--- src/rtl/sy_ppl_lsu_mmu_arb_pkg.sv ---
// Shared types for the LSU-to-MMU translation arbiter: exception record and arbiter state.
package sy_pkg;

    typedef struct packed {
        logic        valid;
        logic [63:0] cause;
        logic [63:0] tval;
    } excp_t;

    typedef enum logic {
        MMU_ARB_IDLE = 1'b0,
        MMU_ARB_BUSY = 1'b1
    } mmu_arb_state_e;

endpackage

--- src/rtl/sy_ppl_lsu_mmu_arb_if.sv ---
// Requester and MMU signals of the translation arbiter; the master modport is the arbiter side.
interface sy_ppl_lsu_mmu_arb_if
    import sy_pkg::*;
#(
    parameter int N_REQ = 2
);
    logic                   flush_i;
    logic [N_REQ-1:0]       req_i;
    logic [N_REQ-1:0][63:0] vaddr_i;
    logic [N_REQ-1:0]       is_store_i;
    logic [N_REQ-1:0]       gnt_o;
    logic [N_REQ-1:0]       hit_o;
    logic [N_REQ-1:0]       valid_o;
    logic [63:0]            paddr_o;
    excp_t                  ex_o;

    logic                   lsu_mmu__req_o;
    logic [63:0]            lsu_mmu__vaddr_o;
    logic                   lsu_mmu__is_store_o;
    logic                   mmu_lsu__hit_i;
    logic                   mmu_lsu__valid_i;
    logic [63:0]            mmu_lsu__paddr_i;
    excp_t                  mmu_lsu__ex_i;

    modport master (
        input  flush_i, req_i, vaddr_i, is_store_i,
        input  mmu_lsu__hit_i, mmu_lsu__valid_i, mmu_lsu__paddr_i, mmu_lsu__ex_i,
        output gnt_o, hit_o, valid_o, paddr_o, ex_o,
        output lsu_mmu__req_o, lsu_mmu__vaddr_o, lsu_mmu__is_store_o
    );

    modport slave (
        output flush_i, req_i, vaddr_i, is_store_i,
        output mmu_lsu__hit_i, mmu_lsu__valid_i, mmu_lsu__paddr_i, mmu_lsu__ex_i,
        input  gnt_o, hit_o, valid_o, paddr_o, ex_o,
        input  lsu_mmu__req_o, lsu_mmu__vaddr_o, lsu_mmu__is_store_o
    );

endinterface

--- src/rtl/sy_ppl_lsu_rr_pick.sv ---
// Combinational N-way picker: first requesting index at or after ptr, wrapping modulo N_REQ.
module sy_ppl_lsu_rr_pick #(
    parameter int N_REQ   = 2,
    parameter int REQ_WTH = $clog2(N_REQ)
) (
    input  logic [N_REQ-1:0]   req,
    input  logic [REQ_WTH-1:0] ptr,
    output logic [N_REQ-1:0]   gnt,
    output logic [REQ_WTH-1:0] idx,
    output logic               any
);

    logic [REQ_WTH-1:0] cand;

    // Walk offsets from the far end down so the smallest offset from ptr wins last.
    always_comb begin
        gnt  = '0;
        idx  = '0;
        any  = 1'b0;
        cand = '0;
        for (int i = N_REQ - 1; i >= 0; i--) begin
            cand = REQ_WTH'((int'(ptr) + i) % N_REQ);
            if (req[cand]) begin
                gnt       = '0;
                gnt[cand] = 1'b1;
                idx       = cand;
                any       = 1'b1;
            end
        end
    end

endmodule

--- src/rtl/sy_ppl_lsu_mmu_arb.sv ---
// Shares the data-side MMU port among N_REQ LSU requesters and locks it across a page walk.
// SY_MMU_ARB_RR_EN selects round-robin arbitration; otherwise the lowest index wins.
module sy_ppl_lsu_mmu_arb
    import sy_pkg::*;
#(
    parameter int N_REQ   = 2,
    parameter int REQ_WTH = $clog2(N_REQ)
) (
    input  logic                 clk_i,
    input  logic                 rst_i,
    sy_ppl_lsu_mmu_arb_if.master bus
);

    mmu_arb_state_e     state_q;
    logic [REQ_WTH-1:0] owner_q;
    logic [REQ_WTH-1:0] rr_ptr_q;
    logic [N_REQ-1:0]   win_oh;
    logic [REQ_WTH-1:0] win_idx;
    logic               win_any;
    logic [REQ_WTH-1:0] sel;
    logic               blk;

    sy_ppl_lsu_rr_pick #(
        .N_REQ   (N_REQ),
        .REQ_WTH (REQ_WTH)
    ) u_pick (
        .req (bus.req_i),
        .ptr (rr_ptr_q),
        .gnt (win_oh),
        .idx (win_idx),
        .any (win_any)
    );

    // Nothing is granted while flushing or held in reset, even with requests pending.
    assign blk = bus.flush_i | rst_i;

    always_comb begin
        sel                 = win_idx;
        bus.gnt_o           = '0;
        bus.hit_o           = '0;
        bus.valid_o         = '0;
        bus.lsu_mmu__req_o  = 1'b0;
        if (state_q == MMU_ARB_BUSY) begin
            sel = owner_q;
            if (!blk) begin
                bus.gnt_o[owner_q] = 1'b1;
                bus.lsu_mmu__req_o = bus.req_i[owner_q];
                if (bus.mmu_lsu__valid_i) begin
                    bus.valid_o[owner_q] = 1'b1;
                end
            end
        end else if (!blk && win_any) begin
            bus.gnt_o          = win_oh;
            bus.lsu_mmu__req_o = 1'b1;
            if (bus.mmu_lsu__hit_i) begin
                bus.hit_o = win_oh;
            end
        end
    end

    assign bus.lsu_mmu__vaddr_o    = bus.vaddr_i[sel];
    assign bus.lsu_mmu__is_store_o = bus.is_store_i[sel];
    assign bus.paddr_o             = bus.mmu_lsu__paddr_i;
    assign bus.ex_o                = bus.mmu_lsu__ex_i;

    always_ff @(posedge clk_i or posedge rst_i) begin
        if (rst_i) begin
            state_q <= MMU_ARB_IDLE;
            owner_q <= '0;
        end else if (bus.flush_i) begin
            state_q <= MMU_ARB_IDLE;
        end else begin
            case (state_q)
                MMU_ARB_IDLE: begin
                    if (win_any && !bus.mmu_lsu__hit_i) begin
                        owner_q <= win_idx;
                        state_q <= MMU_ARB_BUSY;
                    end
                end
                MMU_ARB_BUSY: begin
                    if (bus.mmu_lsu__valid_i || !bus.req_i[owner_q]) begin
                        state_q <= MMU_ARB_IDLE;
                    end
                end
            endcase
        end
    end

`ifdef SY_MMU_ARB_RR_EN
    always_ff @(posedge clk_i or posedge rst_i) begin
        if (rst_i) begin
            rr_ptr_q <= '0;
        end else if (!bus.flush_i && state_q == MMU_ARB_IDLE && win_any) begin
            rr_ptr_q <= (win_idx == REQ_WTH'(N_REQ - 1)) ? '0 : win_idx + 1'b1;
        end
    end
`else
    assign rr_ptr_q = '0;
`endif

endmodule

--- src/flat_wrapper.sv ---
// flat-port wrapper written by rule: the top's interface ports become plain ports
module sy_ppl_lsu_mmu_arb_flat import sy_pkg::*;
#(
    parameter int N_REQ   = 2,
    parameter int REQ_WTH = $clog2(N_REQ)
)
  (clk_i, rst_i, bus_flush_i, bus_req_i, bus_vaddr_i, bus_is_store_i, bus_mmu_lsu__hit_i, bus_mmu_lsu__valid_i, bus_mmu_lsu__paddr_i, bus_mmu_lsu__ex_i, bus_gnt_o, bus_hit_o, bus_valid_o, bus_paddr_o, bus_ex_o, bus_lsu_mmu__req_o, bus_lsu_mmu__vaddr_o, bus_lsu_mmu__is_store_o);
  sy_ppl_lsu_mmu_arb_if #(.N_REQ(N_REQ)) bus_i ();
  input  logic clk_i;
  input  logic rst_i;
  input wire logic [$bits(bus_i.flush_i)-1:0] bus_flush_i;
  input wire logic [$bits(bus_i.req_i)-1:0] bus_req_i;
  input wire logic [$bits(bus_i.vaddr_i)-1:0] bus_vaddr_i;
  input wire logic [$bits(bus_i.is_store_i)-1:0] bus_is_store_i;
  input wire logic [$bits(bus_i.mmu_lsu__hit_i)-1:0] bus_mmu_lsu__hit_i;
  input wire logic [$bits(bus_i.mmu_lsu__valid_i)-1:0] bus_mmu_lsu__valid_i;
  input wire logic [$bits(bus_i.mmu_lsu__paddr_i)-1:0] bus_mmu_lsu__paddr_i;
  input wire logic [$bits(bus_i.mmu_lsu__ex_i)-1:0] bus_mmu_lsu__ex_i;
  output wire logic [$bits(bus_i.gnt_o)-1:0] bus_gnt_o;
  output wire logic [$bits(bus_i.hit_o)-1:0] bus_hit_o;
  output wire logic [$bits(bus_i.valid_o)-1:0] bus_valid_o;
  output wire logic [$bits(bus_i.paddr_o)-1:0] bus_paddr_o;
  output wire logic [$bits(bus_i.ex_o)-1:0] bus_ex_o;
  output wire logic [$bits(bus_i.lsu_mmu__req_o)-1:0] bus_lsu_mmu__req_o;
  output wire logic [$bits(bus_i.lsu_mmu__vaddr_o)-1:0] bus_lsu_mmu__vaddr_o;
  output wire logic [$bits(bus_i.lsu_mmu__is_store_o)-1:0] bus_lsu_mmu__is_store_o;
  assign bus_i.flush_i = bus_flush_i;
  assign bus_i.req_i = bus_req_i;
  assign bus_i.vaddr_i = bus_vaddr_i;
  assign bus_i.is_store_i = bus_is_store_i;
  assign bus_i.mmu_lsu__hit_i = bus_mmu_lsu__hit_i;
  assign bus_i.mmu_lsu__valid_i = bus_mmu_lsu__valid_i;
  assign bus_i.mmu_lsu__paddr_i = bus_mmu_lsu__paddr_i;
  assign bus_i.mmu_lsu__ex_i = bus_mmu_lsu__ex_i;
  assign bus_gnt_o = bus_i.gnt_o;
  assign bus_hit_o = bus_i.hit_o;
  assign bus_valid_o = bus_i.valid_o;
  assign bus_paddr_o = bus_i.paddr_o;
  assign bus_ex_o = bus_i.ex_o;
  assign bus_lsu_mmu__req_o = bus_i.lsu_mmu__req_o;
  assign bus_lsu_mmu__vaddr_o = bus_i.lsu_mmu__vaddr_o;
  assign bus_lsu_mmu__is_store_o = bus_i.lsu_mmu__is_store_o;
  sy_ppl_lsu_mmu_arb #(.N_REQ(N_REQ), .REQ_WTH(REQ_WTH)) u_core (.clk_i(clk_i), .rst_i(rst_i), .bus(bus_i));
endmodule
--- config.mk ---
export PLATFORM = sky130hd
export DESIGN_NAME = sy_ppl_lsu_mmu_arb_flat
export DESIGN_NICKNAME = d
export VERILOG_FILES = /design/src/rtl/sy_ppl_lsu_mmu_arb_pkg.sv /design/src/rtl/sy_ppl_lsu_mmu_arb_if.sv /design/src/rtl/sy_ppl_lsu_rr_pick.sv /design/src/rtl/sy_ppl_lsu_mmu_arb.sv /design/src/flat_wrapper.sv
export SDC_FILE = /design/constraint.sdc
export NUM_CORES = 1
export LEC_CHECK = 0
export ABC_CLOCK_PERIOD_IN_PS = 2700
export BUFFER_PORTS_ARGS = -buffer_cell sky130_fd_sc_hd__clkbuf_2
export CORE_AREA = 2 2 232 234
export CTS_BUF_LIST = sky130_fd_sc_hd__clkbuf_8 sky130_fd_sc_hd__clkbuf_16
export DETAILED_ROUTE_END_ITERATION = 6
export DIE_AREA = 0 0 234 236
export MAX_ROUTING_LAYER = met4
export SYNTH_ARGS = -nofsm -noshare
export SYNTH_HDL_FRONTEND = slang
export SYNTH_SLANG_ARGS = --single-unit
--- constraint.sdc ---
create_clock -name clk_i -period 2.7 [get_ports clk_i]
set_input_delay 0.135 -clock clk_i [delete_from_list [all_inputs] [get_ports clk_i]]
set_output_delay 0.135 -clock clk_i [all_outputs]
set_load 0.02 [all_outputs]
[After elaboration in Yosys (flattened, before gate mapping)]
Cells that the tools add are included.
Word-level totals
  register bits: 2
  input bits: 330
  output and inout port bits: 265
  logic and storage cells: 46
Cells by class
  order comparisons: 3
  multiplexer cells: 30
  reductions and logical operators: 8
  bitwise logic cells: 3
Operators by type and width (number)
  $mux 64: 2
  $mux 2: 11
  $mux 1: 15
  $lt 1x2->1 const B: 2
  $logic_and 1x1->1: 3
  $logic_not 1->1: 3
  $reduce_and 3->1: 1
  $not 1->1: 2
  $pmux 1 s2: 1
  $demux 1 s1: 1
  $ge 1x1->1 const B: 1
  $logic_or 1x1->1: 1
  $or 1x1->1: 1

[Logic depth before layout (Yosys ltp)]
  depth in word-level cells: 7
  gate-level depth with buffers: 6
  gate-level depth less buffers: 3

[By module]
Synthesis repeated with hierarchy kept, for this count alone.
Second synthesis, totals
  cell total of the unflattened synthesis: 297
  area, all modules: 2697.6 sq um
Modules (own cells, without submodules)
  sy_ppl_lsu_mmu_arb: seq. area each 50.0 sq um, area each 2665.1 sq um, cells an instance 292, instances 1
  sy_ppl_lsu_rr_pick: seq. area each 0.0 sq um, area each 32.5 sq um, cells an instance 5, instances 1

[Worst setup path after synthesis]
OpenSTA, ideal clock, no wires.
  path type: flip-flop to output port
  start: reg u_core.state_q
  end: out bus_gnt_o[1]
  slack: 1086 ps
  required time: 2565 ps
  buffers on the path: 3
  data arrival time: 1479 ps
  cell stages (with the launch flop): 7
  cell sequence: dfrtp_1 > buf_6 > nor3b_2 > a21oi_2 > buf_6 > buf_6 > nor3_1
On the way
  longest elaborated chain between the ends: 1
RTL lines
  start, declared: line sy_ppl_lsu_mmu_arb.sv:14  | mmu_arb_state_e state_q;
  start signal, assigned: line sy_ppl_lsu_mmu_arb.sv:68  | state_q <= MMU_ARB_IDLE;
  start signal, assigned: line sy_ppl_lsu_mmu_arb.sv:71  | state_q <= MMU_ARB_IDLE;
  start signal, assigned: line sy_ppl_lsu_mmu_arb.sv:77  | state_q <= MMU_ARB_BUSY;
  $mux 2: line sy_ppl_lsu_mmu_arb.sv:43  | if (state_q == MMU_ARB_BUSY) begin
  end, declared: line flat_wrapper.sv:19  | output wire logic [$bits(bus_i.gnt_o)-1:0] bus_gnt_o;
Every way passes these cells.

[Worst setup path after layout]
  start: reg u_core.state_q
  end: out bus_lsu_mmu__vaddr_o[63]
On the way
  longest elaborated chain between the ends: 3
RTL lines
  $mux 1: line sy_ppl_lsu_mmu_arb.sv:43
  $mux 64 (not written as such) (2 in a row): line sy_ppl_lsu_mmu_arb.sv:61  | assign bus.lsu_mmu__vaddr_o = bus.vaddr_i[sel];
  end, declared: line flat_wrapper.sv:25  | output wire logic [$bits(bus_i.lsu_mmu__vaddr_o)-1:0] bus_lsu_mmu__vaddr_o;
Every way passes these cells. The select of a mux whose other input is x is not followed.

==> impl_table.tex <==
\begin{tabular}{lr}
\hline
Metric & Value \\
\hline
\multicolumn{2}{l}{\textbf{Timing}} \\
Final max-slew violation count & 0 \\
Worst hold slack & 0.219 ns \\
Highest Clock Rate & about 0.46 GHz \\
Total count of hold-check failures in the final report & 0 \\
Relative max-transition margin & a little under three fifths \\
Worst-Margin Slew & 0.663 ns \\
RSZ-0062 raised after global routing & false \\
Layout Skew & 0.000235 ns \\
Part of the cycle the worst path needs & just over 80\% \\
Setup-violating endpoint count in the final report & 0 \\
TNS Setup & 0 ns \\
Final critical-path required period & 2.19 ns \\
\multicolumn{2}{l}{\textbf{Logic synthesis}} \\
Yosys cell types & 22 \\
Post-synthesis compound-gate area fraction & 1.59\% \\
Mean instance size in the synthesized netlist & 8.83 um2 \\
Post-Synth Adder-Cell Area & 0\% \\
Cells taking the most area after synthesis & sky130\_fd\_sc\_hd\_\_buf\_4 (56\%), sky130\_fd\_sc\_hd\_\_mux2\_4 (22\%), sky130\_fd\_sc\_hd\_\_mux2\_2 (11\%) \\
Summed instance area of the synthesized netlist & 0.00260 mm2 \\
Area share of the largest cell type after synthesis & 55.6\% \\
Warnings, synthesis & 0 \\
Mapped Cells & 295 \\
Asr flop ratio synth & 100\% \\
Sequential area share after synthesis & between 1.5 and 2\% \\
Prevailing post-synth register cell & sky130\_fd\_sc\_hd\_\_dfrtp\_1 \\
Number of synthesized register bits & 2 \\
XOR/XNOR Fraction of Synth Area & 0\% \\
Synth top cells by count & sky130\_fd\_sc\_hd\_\_buf\_4 (193), sky130\_fd\_sc\_hd\_\_mux2\_4 (39), sky130\_fd\_sc\_hd\_\_mux2\_2 (26) \\
Post-synth top area cell & sky130\_fd\_sc\_hd\_\_buf\_4 \\
Mux cell area share after synthesis & 34.1\% \\
Total nets after synthesis & 625 \\
Dominant combinational cell family by area after synthesis & buffers and inverters \\
Area fraction in and, or, nand and nor cells after synthesis & 3.32\% \\
Cell with the most instances after synthesis & sky130\_fd\_sc\_hd\_\_buf\_4 \\
Number of enable-type register cells in the synthesized netlist & 0 \\
\multicolumn{2}{l}{\textbf{Routing}} \\
Total wirelength of the detailed-routed design & between 10 and 15 mm \\
DRT antenna net count & 0 \\
Count of unresolved DRC violations after routing & 0 \\
DR vias & 2013 \\
Via density per instance & 2.00 \\
1st-pass router iterations & 4 \\
Mean routed wirelength per cell & 11.5 um \\
Violation count after the first detailed-route iteration & 63 \\
\multicolumn{2}{l}{\textbf{Clock tree}} \\
Clock latency on the worst-skew pair & 0.22 ns \\
Worst-path clk slew & 0.03 ns \\
Number of gates given a new drive strength after cts & 0 \\
CTS Buffer Depth & 2 \\
Number of CTS-inserted buffers & 3 \\
Buffer type at the clock tree root & sky130\_fd\_sc\_hd\_\_clkbuf\_16 \\
Number of sinks handled by clock tree synthesis & 2 \\
CTS tree & built \\
H-tree levels & 1 \\
\multicolumn{2}{l}{\textbf{Status}} \\
Outcome & completed \\
\multicolumn{2}{l}{\textbf{Pwr}} \\
P\_leak & about 1.5 nW \\
IR drop worst, VDD & 0.000269 V \\
Power Density & 278 mW/mm2 \\
\multicolumn{2}{l}{\textbf{Final layout}} \\
Area growth, synth to finish & 19.7\% \\
Layout Cell Area excl Fill & 0.00312 mm2 \\
Final std cells w/o fill & approximately 1000 \\
Fraction of layout cells with a size suffix above 1 & 91.2\% \\
Number of nets in the final layout & between 600 and 700 \\
\multicolumn{2}{l}{\textbf{Critical path}} \\
Family with the most delay on the worst path & flip-flops \\
Cell Chain, Critical Path & nor3b\_2 > a21oi\_4 > buf\_12 > mux2\_2 > clkbuf\_2 \\
Crit path max fanout & between 60 and 70 \\
Critical path buffers and inverters & 2 \\
Arrival time at the worst endpoint & 2.06 ns \\
Launch point of the critical path & u\_core.state\_q \\
Critical path capture point type & output pin \\
Worst-case register-to-register setup slack & roughly 1.5 ns \\
Path type of the worst setup path & flop to output pin \\
Biggest cell delay along the critical path & 0.52 ns \\
Master of the slowest instance on the critical path & sky130\_fd\_sc\_hd\_\_dfrtp\_1 \\
Required time of the worst setup path & between 2 and 3 ns \\
Reg2reg start & u\_core.state\_q \\
Nature of the critical path startpoint & flop \\
\multicolumn{2}{l}{\textbf{Place}} \\
Global placer's final weighted congestion & roughly 0.66 \\
Post-placement cell count & 999 \\
Number of port buffers & around 210 \\
Cell Area, Placed & 0.00302 mm2 \\
Final HPWL DP & 10.1 mm \\
\multicolumn{2}{l}{\textbf{Global route}} \\
Global route overflow & 0 \\
Maximum number of pins on one net before global-route repair & 67 \\
Number of global-route vias before repair & 1961 \\
Global-route wire length before repair & roughly 14 mm \\
Total routing resource utilization after global routing & 3.74\% \\
Number of antenna violations at the first check in global routing & 9 \\
\multicolumn{2}{l}{\textbf{Hold path}} \\
Beginning of the worst hold path & bus\_req\_i[0] \\
Path category of the worst min-delay check & input port to flop \\
\multicolumn{2}{l}{\textbf{Die}} \\
Initial Utilization & 4.91\% \\
Die height & 236 um \\
Row count & between 80 and 90 \\
Area of the core & roughly 0.053 mm2 \\
Die outline area & 0.0552 mm2 \\
Die X & roughly 230 um \\
Boundary Pins & between 500 and 600 \\
\multicolumn{2}{l}{\textbf{Run}} \\
Total of max-cap violations & 0 \\
\hline
\end{tabular}
-- report_power, final --
group / total (mW) / internal, mW / switching [mW] / leakage [nW]
clock network: 0.224 / 0.189 / 0.0352 / 0.0370
registers: 0.0437 / 0.0342 / 0.00943 / 0.0253
logic: 0.600 / 0.297 / 0.303 / 1.40
-- placed cells by master, fill, tap and decap left out, drive strengths merged --
cell / Yosys / layout
buf: 201 / 1
a31oi: 1 / 1
or2: 1 / 1
mux2i: 1 / 1
nor2: 6 / 6
dfrtp: 2 / 2
nand3b: 1 / 1
o21ai: 1 / 1
inv: 3 / 3
a21oi: 4 / 4
nand2b: 1 / 1
dlygate4sd3: 0 / 1
clkbuf: 0 / 211
nand2: 1 / 1
nor3b: 2 / 2
diode: 0 / 6
o22ai: 1 / 1
nor3: 3 / 3
mux2: 65 / 65
nand3: 1 / 1
-- per-stage QoR --
step | utilization [%] | total power [mW] | setup slack (ns)
CTS | 5.84 | 0.877 | 0.539
global route | 5.87 | 0.922 | 0.453
finish | 5.87 | 0.867 | 0.508
floorplan | - | 0.848 | 1.09
global placement | 5.68 | 0.643 | 0.788
detailed placement | 5.68 | 0.645 | 0.777
-- cell type report --
cell class                      instances  area (um2)
Timing Repair Buffer                  210        1070
Multi-Input combinational cell         89        1020
Clock buffer                            3        75.1
Sequential cell                         2        50.0
Antenna cell                            6        15.0
Inverter                                3        11.3
Fill cell                            6239       50000
Tap cell                              696         871
-- sequential cells by signal, summed over array words and instances (netlist names) --
signal          flops
u_core.owner_q      1
u_core.state_q      1
-- routing by layer --
metal  share of wire, %  vias to the layer above  GRT usage (%)
li1                   -                      800              -
met1                 28                      831           2.80
met2                 35                      338           4.52
met3                 31                       44           5.31
met4                5.1                        0           2.05
met5                  0                        -              -
-- path summary, 6_finish.rpt --
kind / to / cells past startpoint
max in group asynchronous: u_core.owner_q / 3
worst max-delay path: bus_lsu_mmu__vaddr_o[63] / 5
worst min register to register: u_core.owner_q / 2
worst max register to register: u_core.owner_q / 3
worst min-delay path: u_core.owner_q / 2
min in group asynchronous: u_core.state_q / 3
-- kinds of logic after synthesis --
logic type             Yosys count
buffers and inverters          204
muxes                           66
AOI/OAI and AO/OA                7
and+or+nand+nor                 16
DFF                              2
-- what timing repair did --
action | in CTS | in global routing
hold endpoints to repair | 2 | 0
endpoints found under the setup margin | 0 | 0
setup buffers | 0 | 0
hold buffers | 1 | 0
Power figures use the tool's default switching activity.
